`src/rtl/onehot_scan_decoder_if.sv`:
```
// Control/status bundle for onehot_scan_decoder: the master drives the
// enable, mode, load and dwell controls, and the slave returns the decode and its status pulses.
interface onehot_scan_decoder_if #(
  parameter int SEL_W   = 3,
  parameter int NUM_OUT = 8,
  parameter int DIV_W   = 16
);
  logic               en;
  logic               mode;
  logic               load;
  logic [SEL_W-1:0]   sel;
  logic [DIV_W-1:0]   div;
  logic [NUM_OUT-1:0] out;
  logic [SEL_W-1:0]   idx;
  logic               wrap;
  logic               err;

  modport master (
    output en, mode, load, sel, div,
    input  out, idx, wrap, err
  );

  modport slave (
    input  en, mode, load, sel, div,
    output out, idx, wrap, err
  );
endinterface

```
`src/rtl/onehot_scan_decoder.sv`:
```
// Registered one-hot decoder that can be loaded with an index directly or
// left to auto-scan through its outputs, dwelling div+1 clocks on each one.
module onehot_scan_decoder #(
  parameter int SEL_W   = 3,
  parameter int NUM_OUT = 8,
  parameter int DIV_W   = 16
) (
  input  logic                  clk,
  input  logic                  rst,
  onehot_scan_decoder_if.slave  bus
);

  localparam logic [SEL_W:0]   NUM_OUT_W = NUM_OUT[SEL_W:0];
  localparam logic [SEL_W-1:0] LAST_IDX  = SEL_W'(NUM_OUT - 1);

  logic [SEL_W-1:0]   idx_q,  idx_d;
  logic [DIV_W-1:0]   pcnt_q, pcnt_d;
  logic [NUM_OUT-1:0] out_q,  out_d;
  logic               wrap_q, wrap_d;
  logic               err_q,  err_d;
  logic               mode_q;

  always_comb begin
    // NOTE: every comb output gets a default first so no path leaves it unassigned (no latch).
    idx_d  = idx_q;
    pcnt_d = pcnt_q;
    wrap_d = 1'b0;
    err_d  = 1'b0;
    if (bus.en) begin
      if (bus.load) begin
        if ({1'b0, bus.sel} < NUM_OUT_W) begin
          idx_d  = bus.sel;
          pcnt_d = '0;
        end else begin
          err_d  = 1'b1;
        end
      end else if (!bus.mode || !mode_q) begin
        // Direct mode parks the prescaler; entering scan restarts a full dwell.
        pcnt_d = '0;
      end else if (pcnt_q >= bus.div) begin
        pcnt_d = '0;
        if (idx_q == LAST_IDX) begin
          idx_d  = '0;
          wrap_d = 1'b1;
        end else begin
          idx_d  = idx_q + SEL_W'(1);
        end
      end else begin
        pcnt_d = pcnt_q + DIV_W'(1);
      end
    end
  end

  always_comb begin
    out_d = '0;
    for (int i = 0; i < NUM_OUT; i++) begin
      out_d[i] = bus.en && (idx_d == SEL_W'(i));
    end
  end

  // NOTE: state registers use non-blocking assignments so every flop samples pre-edge values.
  always_ff @(posedge clk or posedge rst) begin
    if (rst) begin
      idx_q  <= '0;
      pcnt_q <= '0;
      out_q  <= '0;
      wrap_q <= 1'b0;
      err_q  <= 1'b0;
      mode_q <= 1'b0;
    end else begin
      idx_q  <= idx_d;
      pcnt_q <= pcnt_d;
      out_q  <= out_d;
      wrap_q <= wrap_d;
      err_q  <= err_d;
      mode_q <= bus.mode;
    end
  end

  assign bus.out  = out_q;
  assign bus.idx  = idx_q;
  assign bus.wrap = wrap_q;
  assign bus.err  = err_q;

endmodule

```
`src/flat_wrapper.sv`:
```
// flat-port wrapper written by rule: the top's interface ports become plain ports
module onehot_scan_decoder_flat 
#(
  parameter int SEL_W   = 3,
  parameter int NUM_OUT = 8,
  parameter int DIV_W   = 16
)
  (clk, rst, bus_en, bus_mode, bus_load, bus_sel, bus_div, bus_out, bus_idx, bus_wrap, bus_err);
  onehot_scan_decoder_if #(.SEL_W(SEL_W), .NUM_OUT(NUM_OUT), .DIV_W(DIV_W)) bus_i ();
  input  logic clk;
  input  logic rst;
  input wire logic [$bits(bus_i.en)-1:0] bus_en;
  input wire logic [$bits(bus_i.mode)-1:0] bus_mode;
  input wire logic [$bits(bus_i.load)-1:0] bus_load;
  input wire logic [$bits(bus_i.sel)-1:0] bus_sel;
  input wire logic [$bits(bus_i.div)-1:0] bus_div;
  output wire logic [$bits(bus_i.out)-1:0] bus_out;
  output wire logic [$bits(bus_i.idx)-1:0] bus_idx;
  output wire logic [$bits(bus_i.wrap)-1:0] bus_wrap;
  output wire logic [$bits(bus_i.err)-1:0] bus_err;
  assign bus_i.en = bus_en;
  assign bus_i.mode = bus_mode;
  assign bus_i.load = bus_load;
  assign bus_i.sel = bus_sel;
  assign bus_i.div = bus_div;
  assign bus_out = bus_i.out;
  assign bus_idx = bus_i.idx;
  assign bus_wrap = bus_i.wrap;
  assign bus_err = bus_i.err;
  onehot_scan_decoder #(.SEL_W(SEL_W), .NUM_OUT(NUM_OUT), .DIV_W(DIV_W)) u_core (.clk(clk), .rst(rst), .bus(bus_i));
endmodule
```
`config.mk`:
```
export PLATFORM = sky130hd
export DESIGN_NAME = onehot_scan_decoder_flat
export DESIGN_NICKNAME = d
export VERILOG_FILES = /design/src/rtl/onehot_scan_decoder_if.sv /design/src/rtl/onehot_scan_decoder.sv /design/src/flat_wrapper.sv
export SDC_FILE = /design/constraint.sdc
export NUM_CORES = 1
export LEC_CHECK = 0
export ABC_CLOCK_PERIOD_IN_PS = 2500
export CORE_MARGIN = 5
export CORE_UTILIZATION = 44
export DETAILED_ROUTE_END_ITERATION = 10
export PLACE_DENSITY = 0.76
export SLEW_MARGIN = 30
export SYNTH_ARGS = -nofsm -noshare
export SYNTH_HDL_FRONTEND = slang
export SYNTH_SLANG_ARGS = --single-unit
```
`constraint.sdc`:
```
create_clock -name clk -period 2.5 [get_ports clk]
set_input_delay 0.625 -clock clk [delete_from_list [all_inputs] [get_ports clk]]
set_output_delay 0.625 -clock clk [all_outputs]
set_load 0.05 [all_outputs]
```
==> flow_summary.yaml, run 1 <==
global_route:
  grt_first_pass_wirelength_um: 8760
  grt_max_degree: 30
  grt_pass1_vias: 1857
  grt_antenna_before_repair: 0
  grt_usage_pct: 18.3
  grt_overflow: 0
setup_path:
  cp_max_fo: 5
  max_stage_delay_ns: 0.50
  crit_family: "compound AO/OA/AOI/OAI gates"
  reg2reg_from: "u_core.pcnt_q[0]"
  cp-startpoint: "u_core.pcnt_q[0]"
  startpoint_type: "register"
  cp_cell_sequence: "inv_2 -> ha_4 -> nand2b_4 -> a2111o_1 -> a32oi_4 -> buf_4 -> a21oi_2 -> a211oi_4 -> inv_2 -> buf_4 -> buf_4"
  cpMostUsedCell: "buf_4"
  cp_num_buf_inv: 5
  path_class: "register to register"
  cp.required_ns: 2.69
  crit_path_end_kind: "register"
  arrival_ns: 2.75
  cp_slowest_cell: "a2111o_1"
sta:
  worst_slew_pin_slew_ns: 0.569
  fin_crit_sh_pct: 102
  drv_slew: 0
  max_slew_margin_pct: 61.9
  timing.final.crit_period_ns: 2.56
  post-route-worst-setup-slack_ns: -0.0569
  setup_viol: 4
  tns_ns: -0.0973
  max_freq_mhz: 391
  hold_viol_final: 0
  finClkSkew_ns: 0.00889
  rsz0062_at_grt: "true"
layout:
  drive_gt1_share_pct: 38.0
  area_growth_pct: 50.4
  post-route-util_pct: 67.5
  n_antenna_cell: 0
  final_nets: 318
power:
  cellPowerDensity_nw_per_um2: 404
  ir_worst_vdd_uv: 194
  p_leak_nw: 1.31
logic_synthesis:
  synth_nets: 250
  synth_compound_area_share_pct: 20.2
  synth_top_area_share_pct: 37.6
  synth_top_family_by_area: "compound AO/OA/AOI/OAI gates"
  synthArstFlopShare_pct: 100
  synthMuxAreaShare_pct: 2.08
  synth_cell_type_count: 44
  synth_seq_cells: 29
  synth_most_common_cell: "dfrtp_1"
  synth_cells: 207
  yosys-top-cells-count: "dfrtp_1 (29), inv_1 (23), nand2_1 (21)"
  synth_area_leader_cell: "dfrtp_1"
  synth-simple-area-share_pct: 19.6
  synth_area_leaders: "dfrtp_1 (38%), ha_1 (12%), inv_1 (4.5%), nand2_1 (4.1%), a21oi_1 (2.9%)"
  synth_fa_ha_area_share_pct: 12.3
  syn_area_sq_um: 1930
  yosys_warnings: 0
  synth_xor_area_share_pct: 0.909
  synth-main-ff-cell: "dfrtp_1"
  synth_seq_area_share_pct: 37.6
  synth_edf_count: 0
  synth.avg_cell_area_sq_um: 9.31
floorplanning:
  die_area_sq_um: 5810
  fp.coreArea_sq_um: 4290
  rows: 24
  die_x_um: 76.2
  die_h_um: 76.2
  io_pins: 37
  initial_core_util_pct: 44.9
clock_network:
  clockBufferDepth: 2
  cts_tree: "yes"
  cts_buffers: 5
  clkTransAtPathRegs_ns: 0.07
  insertion_delay_ns: 0.29
  cts_sinks: 29
  cts-root-buf: "clkbuf_8"
  postCtsHoldBufs: 0
  cts_htree_levels: 2
status:
  violations: "setup timing"
  status: "complete, but fails checks"
drt:
  routed_wl_um: 5310
  antenna_left: 0
  remaining_drc_errors: 0
  wl_per_cell_um: 16.2
  viasPerCell: 5.64
  vias: 1849
  drt_pre_antenna_iters: 4
  drt_iter0_markers: 183
hold_path:
  hold_path.class: "register to register"
  hold_start: "u_core.pcnt_q[0]"
flow_run:
  cap_viol_max_count: 0
placement:
  port_buffers: 35
  dp_slack_ns: -0.665
  hpwlAfterDp_um: 3320
  gp_congestion: 0.855
[routing by layer]
metal / GRT usage (%) / routed length, um / vias to the layer above
met4: 9.62 / 182 / 0
met1: 22.8 / 2280 / 911
met2: 28.9 / 2600 / 43
li1: - / - / 883
met5: 0 / 0 / -
met3: 4.73 / 252 / 12
[power breakdown]
group / internal, mW / switching, mW / leakage (nW)
clock: 0.192 / 0.189 / 0.0439
combinational: 0.123 / 0.172 / 0.871
sequential: 0.484 / 0.0126 / 0.394
[final timing paths]
| kind | cells past startpoint | endpoint | slack (ns) |
|---|---|---|---|
| setup / recovery | 11 | u_core.bus.idx[0] | -0.06 |
| hold / removal | 2 | u_core.pcnt_q[0] | 0.58 |
| setup reg to reg | 11 | u_core.bus.idx[0] | -0.06 |
| hold reg to reg | 2 | u_core.pcnt_q[0] | 0.58 |
| max in group asynchronous | 3 | u_core.pcnt_q[7] | 1.50 |
| min in group asynchronous | 3 | u_core.bus.wrap | 0.71 |
[flip-flops by register name, indices dropped and copies added (netlist names)]
register and count:
u_core.pcnt_q 16, u_core.bus.out 8, u_core.bus.idx 3, u_core.bus.wrap 1, u_core.mode_q 1
[cells by family (layout without fill, tap and decap cells)]
family          after synthesis  in the layout
mux                           4              4
simple gates                 69             69
xor+xnor                      2              2
other cells                   1              1
compound gates               52             53
flops                        29             29
buf+inv                      31             99
fa+ha+maj                    19             19
[layout make-up]
cell class / instances / area (sq um)
fill: 317 / 1390
multi-input combinational: 148 / 1380
sequential: 29 / 726
timing repair buffer: 67 / 558
inverter: 24 / 90.1
clock buffer: 5 / 68.8
tap: 52 / 65.1
clock inverter: 3 / 17.5
[per-stage QoR]
stage	hold WS, ns	total power, mW	area [sq um]	instances
2_1_floorplan	0.490	0.649	1970	207
3_3_place_gp	0.534	0.749	2480	306
3_5_place_dp	0.531	0.753	2480	306
4_1_cts	0.582	1.16	2840	323
5_1_grt	0.589	1.23	2900	328
6_report	0.578	1.17	2900	328
[placed cells by master (no fill, tap or decap), drive strengths merged, types with 7 or more instances in the layout]
| cell type | instances |
|---|---|
| o21ai | 10 |
| clkbuf | 14 |
| nor2 | 7 |
| clkdlybuf4s50 | 19 |
| ha | 19 |
| inv | 24 |
| buf | 33 |
| nand3 | 9 |
| dfrtp | 29 |
| o21a | 7 |
| and3 | 8 |
| nand2 | 21 |
| a21oi | 11 |
[timing repair]
action / CTS / global route
gates cloned: 1 / 0
hold endpoints to repair: 0 / 0
gates resized for setup: 55 / 37
buffers inserted: 8 / 5
pin swaps: 25 / 22
endpoints found under the setup margin: 26 / 19
[worst min-delay path, cell delays in order, from the launching register on]
cell and delay (ns):
dfrtp_1 0.36, inv_2 0.06, mux2i_1 0.11
No activity file was read; power rests on OpenSTA's default activity.
==> inputs of run 2 (changes only) <==
- CELL_PAD_IN_SITES_DETAIL_PLACEMENT: unset -> 1
- CELL_PAD_IN_SITES_GLOBAL_PLACEMENT: unset -> 2
- CORE_UTILIZATION: 44 -> 32
- PLACE_DENSITY: 0.76 -> 0.87
==> flow_summary.yaml, run 2 (synthesized netlist as in run 1, its figures left out) <==
drt:
  routed_wl_um: 5710
  remaining_drc_errors: 0
  drt_iter0_markers: 62
  viasPerCell: 5.21
  vias: 1792
  antenna_left: 0
  wl_per_cell_um: 16.6
  drt_pre_antenna_iters: 4
floorplanning:
  die_area_sq_um: 7680
  fp.coreArea_sq_um: 5890
  io_pins: 37
  die_x_um: 87.6
  rows: 28
  initial_core_util_pct: 32.8
  die_h_um: 87.6
clock_network:
  cts_buffers: 5
  cts_sinks: 29
  clkTransAtPathRegs_ns: 0.06
  clockBufferDepth: 2
  cts_htree_levels: 2
  cts_tree: "yes"
  insertion_delay_ns: 0.28
  cts-root-buf: "clkbuf_8"
global_route:
  grt_first_pass_wirelength_um: 9370
  grt_max_degree: 30
  grt_antenna_before_repair: 0
  grt_pass1_vias: 1970
  grt_overflow: 0
  grt_usage_pct: 15.9
placement:
  hpwlAfterDp_um: 4100
  port_buffers: 35
  gp_congestion: 0.804
setup_path:
  crit_family: "compound AO/OA/AOI/OAI gates"
  path_class: "input pin to register"
  cp_num_buf_inv: 1
  cp_max_fo: 8
  crit_path_end_kind: "register"
  cp_cell_sequence: "buf_2 -> ha_4 -> nand2b_4 -> a2111o_1 -> a32oi_4 -> a21oi_1 -> o22a_2 -> a211oi_2"
  cp_slowest_cell: "a2111o_1"
  max_stage_delay_ns: 0.42
  arrival_ns: 2.65
  cp.required_ns: 2.69
  startpoint_type: "input pin"
layout:
  n_antenna_cell: 0
  nFillCells: 689
  max_flop_register: "u_core.pcnt_q"
  layout_commonest_cell: "dfrtp_1"
  layout_common_cells: "dfrtp_1 (29), buf_4 (24), clkdlybuf4s50_1 (19)"
  largest_register_ffs: 16
  drive_gt1_share_pct: 34.2
  final_nets: 311
  area_growth_pct: 45.7
sta:
  worst_slew_pin_slew_ns: 0.567
  hold_slack_ns: 0.567
  max_slew_margin_pct: 61.8
  setup_viol: 0
  timing.final.crit_period_ns: 2.45
  hold_viol_final: 0
  tns_ns: 0
  drv_slew: 0
  fin_crit_sh_pct: 98.2
  finClkSkew_ns: 0.00302
  max_freq_mhz: 408
  rsz0062_at_grt: "true"
power:
  clkPwrFrac_pct: 32.5
  pwr-share-comb_pct: 24.4
  p_sw_mw: 0.356
  seqPwrFrac_pct: 43.2
  p_leak_nw: 1.26
  p_sw_share_pct: 31.0
  cellPowerDensity_nw_per_um2: 409
  ir_worst_vdd_uv: 205
  intPower_mw: 0.793
status:
  status: "finished, final reports clean"
flow_run:
  cap_viol_max_count: 0
hold_path:
  hold_path.class: "register to register"
[run 2: stage by stage]
| stage | area [sq um] | setup slack [ns] | utilization [%] | cells | power [mW] |
|---|---|---|---|---|---|
| 6_report | 2810 | 0.0462 | 47.7 | 344 | 1.15 |
| 5_1_grt | 2810 | -0.0488 | 47.7 | 344 | 1.22 |
| 4_1_cts | 2800 | 0.00358 | 47.6 | 344 | 1.15 |
| 3_5_place_dp | 2540 | -0.689 | 43.2 | 333 | 0.764 |
| 3_3_place_gp | 2540 | -0.616 | 43.2 | 333 | 0.756 |
| 2_1_floorplan | 1970 | 0.000508 | - | 207 | 0.649 |
[run 2: power groups by stage]
stage	Clock (mW)	Combinational, mW	Sequential [mW]
global route	0.419	0.299	0.498
CTS	0.384	0.275	0.496
detailed placement	0	0.260	0.504
finish	0.373	0.280	0.496
floorplan	0	0.101	0.548
global placement	0	0.252	0.504
[run 2: layout make-up]
cell class | count | area (sq um) | area share (%)
multi-input cells | 147 | 1320 | 46.9
flip-flops and latches | 29 | 726 | 25.8
repair buffers | 61 | 499 | 17.8
well taps | 75 | 93.8 | 3.34
inverters | 24 | 90.1 | 3.21
clock buffers | 6 | 72.6 | 2.58
clock inverters | 2 | 10.0 | 0.356
[run 2: path summary, 6_finish.rpt]
path | slack, ns | start | to | cells past startpoint
max in group asynchronous | 1.49 | rst | u_core.mode_q | 3
setup / recovery | 0.05 | bus_div[0] | u_core.bus.out[6] | 8
setup reg to reg | 0.07 | u_core.pcnt_q[0] | u_core.bus.out[6] | 8
min in group asynchronous | 0.72 | rst | u_core.pcnt_q[5] | 3
hold reg to reg | 0.57 | u_core.pcnt_q[1] | u_core.pcnt_q[1] | 1
hold / removal | 0.57 | u_core.pcnt_q[1] | u_core.pcnt_q[1] | 1
[run 2: what timing repair did]
item                                    in CTS  in global routing
pin swaps                                   19                 12
setup buffers                                2                  0
hold buffers                                 0                  0
endpoints found under the setup margin      27                 16
cloned                                       1                  0
endpoints found under the hold margin        0                  0
gates resized for setup                     53                 27
[run 2: per-layer routing]
layer / share of wire (%) / vias to the layer above / wire, um / track usage (%)
li1: - / 863 / - / -
met2: 52 / 31 / 2960 / 27.5
met5: 0 / - / 0 / 0
met3: 3.1 / 10 / 179 / 3.57
met4: 2.0 / 0 / 115 / 6.28
met1: 43 / 888 / 2460 / 19.0
